[src/rtl/bus_reg_universal.sv]
// bus_reg_universal: mode-selected register/counter/shifter with bus output-enable; parity output enabled by BUS_REG_UNIVERSAL_PARITY_EN
module bus_reg_universal #(
  parameter int WIDTH = 8,
  parameter int NUM_OE = 2,
  parameter logic [WIDTH-1:0] RESET_VALUE = '0
) (
  input  logic              clk,
  input  logic              clr_n,
  input  logic              en_n,
  input  logic [2:0]        mode,
  input  logic [WIDTH-1:0]  d,
  input  logic              ser_in,
  input  logic [NUM_OE-1:0] oe_n,
  output logic [WIDTH-1:0]  q,
  output logic              oe_out_n,
  output logic              co,
  output logic              zero,
  output logic              par
);
  localparam logic [WIDTH:0] ONE = (WIDTH+1)'(1);
  logic [WIDTH-1:0] q_q, q_d;
  logic             co_q, co_d;
  always_comb begin
    q_d  = q_q;
    co_d = co_q;
    if (!en_n) begin
      case (mode)
        3'b000: begin q_d = q_q; co_d = co_q; end
        3'b001: begin q_d = d; co_d = 1'b0; end
        3'b010: {co_d, q_d} = {1'b0, q_q} + ONE;
        3'b011: {co_d, q_d} = {1'b0, q_q} - ONE;
        3'b100: begin q_d = {q_q[WIDTH-2:0], ser_in}; co_d = q_q[WIDTH-1]; end
        3'b101: begin q_d = {ser_in, q_q[WIDTH-1:1]}; co_d = q_q[0]; end
        3'b110: begin q_d = {q_q[WIDTH-2:0], q_q[WIDTH-1]}; co_d = q_q[WIDTH-1]; end
        default: begin q_d = RESET_VALUE; co_d = 1'b0; end
      endcase
    end
  end
  always_ff @(posedge clk or negedge clr_n) begin
    if (!clr_n) begin
      q_q  <= RESET_VALUE;
      co_q <= 1'b0;
    end else begin
      q_q  <= q_d;
      co_q <= co_d;
    end
  end
  assign q        = q_q;
  assign co       = co_q;
  assign zero     = (q_q == '0);
  assign oe_out_n = |oe_n;
`ifdef BUS_REG_UNIVERSAL_PARITY_EN
  assign par = ^q_q;
`else
  assign par = 1'b0;
`endif
endmodule

[config.mk]
export PLATFORM = sky130hd
export DESIGN_NAME = bus_reg_universal
export DESIGN_NICKNAME = d
export VERILOG_FILES = /design/src/rtl/bus_reg_universal.sv
export SDC_FILE = /design/constraint.sdc
export NUM_CORES = 1
export LEC_CHECK = 0
export ABC_AREA = 1
export CORE_AREA = 3 3 51 53
export DETAILED_ROUTE_END_ITERATION = 16
export DIE_AREA = 0 0 54 56
export GPL_TIMING_DRIVEN = 0
export PLACE_DENSITY_LB_ADDON = 0.3
export SLEW_MARGIN = 15
export SYNTH_ARGS = -nofsm -noshare
export SYNTH_HDL_FRONTEND = slang
export SYNTH_SLANG_ARGS = --single-unit
export TNS_END_PERCENT = 20
[constraint.sdc]
create_clock -name clk -period 1.7 [get_ports clk]
set_input_delay 0.17 -clock clk [delete_from_list [all_inputs] [get_ports clk]]
set_output_delay 0.17 -clock clk [all_outputs]
set_load 0.05 [all_outputs]
After elaboration in Yosys (flattened, before gate mapping)
Index checks and enable logic that the tools add are counted.
W data, S select, Z words.
{"block": "totals", "register_bits": 9, "word_cells": 19}
{"block": "op_classes", "addsub": 2, "n_eq_ne": 6, "muxes": 2, "n_bitwise": 2, "n_reduce_logical": 5}
{"op": "$pmux W8 S7", "count": 1}
{"op": "$add A8 B1 Y9 const B", "count": 1}
{"op": "$eq A3 B3 Y1 const B", "count": 3}
{"op": "$sub A8 B1 Y9 const B", "count": 1}
{"op": "$logic_not A8 Y1", "count": 1}
{"op": "$eq A3 B2 Y1 const B", "count": 2}
{"op": "$pmux W1 S5", "count": 1}
{"op": "$reduce_or A2 Y1", "count": 2}
{"op": "$eq A3 B1 Y1 const B", "count": 1}
{"op": "$logic_not A3 Y1", "count": 1}
{"op": "$not A1 Y1", "count": 2}
{"op": "$reduce_and A2 Y1", "count": 1}

Longest topological paths before layout
{"block": "logic_depth", "word_depth": 3, "ltp_mapped": 9, "mapped_depth_nobuf": 9}

Worst setup path after synthesis
No wires, ideal clock.
{"block": "synth_timing", "kind": "register -> output", "startpoint": "reg q_q[0] (netlist: q[0])", "endpoint": "out zero", "arrival_ns": 2.157, "setup_slack_ns": -0.627, "stages_incl_launch_ff": 5, "cell_sequence": "dfrtp_1 inv_1 ha_1 nand3_1 nor3_1"}
{"block": "synth_between", "elab_chain_len": 1}
{"item": "start: declaration", "line_no": "21", "rtl": "logic [WIDTH-1:0] q_q, q_d;"}
{"item": "start signal: assignment", "line_no": "44", "rtl": "q_q <= q_d;"}
{"item": "$logic_not A8 Y1", "line_no": "50", "rtl": "assign zero = (q_q == '0);"}
{"item": "end: declaration", "line_no": "17", "rtl": "output logic zero,"}
Every way passes these cells.

Worst setup path after layout
Same ends and word-level chain as after synthesis.

==> summary.txt <==
worst setup path startpoint = q[0]$_DFFE_PN0P_
RD Place Congestion = 0.952
Sw Ratio = 50.4%
final slew viol count = 0
Hold Vio Cnt, Final = 0
sequential share of the synthesized area = 22.3%
total power = 1.25 mW
Reg2Reg Depth = 9
Setup CP Type = reg -> out
total CTS buffers = 3
Synth Area in Compound Gates = 11.7%
Final ANT Viol Nets = 0
CTS H-Tree Depth = 1
Internal = 0.619 mW
pwr dens = 892 nW/um^2
Simple-Gate Fraction of Synth Area = 48.8%
clock network fraction of design power = 12.5%
Req. time, crit path = 1.53 ns
drt initial violations = 22
DIE WIDTH = 54 um
most frequent cells in the layout = nand2_1 (51), nand3_1 (25), nor2_1 (22)
layout cell share with drive strength beyond 1 = 16.2%
commonest non-fill, non-tap cell in the layout = nand2_1
Post-Syn Nets = 198
maximum capacitance violations = 0
Via density = 5.08
die area = 3020 um^2
post-layout min period = 1.61 ns
ant diodes = 0
top cells by area, synth = dfrtp_1 (22%), nand2_1 (19%), nand3_1 (13%), nor2_1 (8.9%), inv_1 (7.4%)
first-pass GRT wire length = 4790 um
worst slack at placement = -0.453 ns
synth-to-layout area growth = 38.7%
Total Nets Final = 230
row count = 17
Peak VDD IR = 0.000653 V
Finish-stage setup viols = 0
mux share of post-synthesis cell area = 0%
sequential share of power = 25.0%
syn_area_per_cell = 5.63 um^2
Skew-Pair Late Insertion Delay = 0.26 ns
Max Fanout on Critical Path = 6
leak pwr = 0.714 nW
CTS tree = yes
clock slew at reported path FFs = 0.05 ns
core area = 2190 um^2
period utilization = 94.9%
Synth area leader = dfrtp_1
Comb power frac = 62.5%
flops & latches, synth = 9
status = complete, no violations
Max transition margin = 65.5%
Synth top area share = 22.3%
Clock Tree Buf Depth = 2
gr usage total = 20.9%
antenna violations before repair = 0
Fmax = 620 MHz
WL/cell = 12.5 um
Reg-to-Reg Start = q[2]$_DFFE_PN0P_
largest net degree at the start of global routing = 11
Startpoint Class = flip-flop
DP HPWL = 2350 um
R2R setup slack = 0.25 ns
CP Capture Type = primary output
Fill cells = 216
Cells after Synth = 179
clk_skew = 0.00208 ns
synth warn = 0
Top Ports = 29
residual DRC count = 0
port bufs = 27
Die H = 56 um
largest family of logic cells by synthesized area = simple AND/OR/NAND/NOR gates
Net Sw Power = 0.628 mW
adder-cell share of the synthesized area = 2.48%
mapped cell area = 1010 um^2
Hold-fix buffers, CTS = 0
Starting Density = 46.0%
Routed WL = 2970 um
Root Buffer = clkbuf_4
grt total ovfl = 0
vias = 1209
XOR/XNOR share of the synthesized area = 0.868%
Setup WS post-layout = 0.0867 ns
Yosys cell types = 27
Initial DRT Pass Iterations = 4
FF-to-FF End = q[5]$_DFFE_PN0P_
number of global-route vias before repair = 1096
Clock Sinks = 9
Worst Path Arrival = 1.44 ns
Hold WC Path Type = in -> async
worst slew pin tran = 0.517 ns
## area by class of cell
cell class / count / area (um^2) / share of cell area, %
multi-input cells: 137 / 691 / 49.4
repair buffers: 27 / 273 / 19.5
flip-flops and latches: 9 / 230 / 16.5
inverters: 27 / 104 / 7.42
plain buffers: 6 / 40.0 / 2.86
well taps: 28 / 35.0 / 2.50
clock buffers: 4 / 26.3 / 1.88
## kinds of logic (layout without fill, tap and decap cells)
family / after synthesis / after routing
flip-flops: 9 / 9
AO/OA/AOI/OAI: 21 / 21
buffers and inverters: 33 / 64
adder cells (fa/ha/maj): 2 / 2
AND/OR/NAND/NOR: 112 / 112
other: 1 / 1
XOR/XNOR: 1 / 1
## worst max path at each step
stage	to	cells past startpoint	slack, ns
after floorplan	zero	4	0.004
after global routing	zero	5	-0.004
final	zero	5	0.09
after global placement	zero	5	-0.44
after CTS	zero	5	-0.1
after detailed placement	zero	5	-0.45
## metal layers
layer | wire [um] | part of all wire (%) | up-vias | global-route usage (%)
li1 | - | - | 633 | -
met3 | 90 | 3.0 | 6 | 1.61
met5 | 0 | 0 | - | 0
met4 | 40 | 1.3 | 0 | 8.90
met1 | 1390 | 47 | 546 | 29.6
met2 | 1450 | 49 | 24 | 31.8
## timing repair
item / in CTS / in global routing
buffers inserted: 0 / 0
endpoints found under the setup margin: 4 / 2
resized for setup: 11 / 15
pin swaps: 0 / 0
gates cloned: 0 / 0
## stage by stage
step / util [%] / instance area (um^2) / TNS [ns] / cells / hold slack (ns)
2_1_floorplan: - / 1020 / 0 / 179 / -0.126
3_3_place_gp: 60.7 / 1330 / -0.455 / 234 / 0.467
3_5_place_dp: 60.7 / 1330 / -0.477 / 234 / 0.477
4_1_cts: 61.9 / 1360 / -0.0954 / 238 / 0.195
5_1_grt: 63.8 / 1400 / -0.00359 / 238 / 0.202
6_report: 63.8 / 1400 / 0 / 238 / 0.198
## power by group through the flow
stage               sequential, mW  clock, mW  combinational, mW
global placement             0.305          0              0.718
finish                       0.311      0.157              0.780
global route                 0.319      0.176              0.849
floorplan                    0.434          0              0.372
CTS                          0.305      0.168              0.733
detailed placement           0.308          0              0.732
## critical path: stages, from the launching register on
cell and delay (ns):
dfrtp_2 0.46, inv_4 0.11, ha_4 0.16, nand3_2 0.11, nor3_4 0.17, buf_6 0.18
## registers in the layout, summed over array words and instances, names as in the netlist
name  flops
q         8
co        1
## Yosys cell counts
cell type  count
buf_4          2
dfrtp_1        9
nand3_2        1
conb_1         1
nand2_1       51
clkinv_1       1
nand3_1       26
xor2_1         1
and3_1         1
o22ai_1        5
o21ai_0        6
a22oi_1        1
clkbuf_2       1
ha_1           2
o21ai_1        7
nand4_1        2
nor2_1        24
inv_2          6
inv_1         20
or2_2          1
buf_2          3
a21oi_2        1
nor2_2         1
nor3_4         1
nand2_2        2
nor3_1         2
a21oi_1        1
No activity file was read; power rests on OpenSTA's default activity.
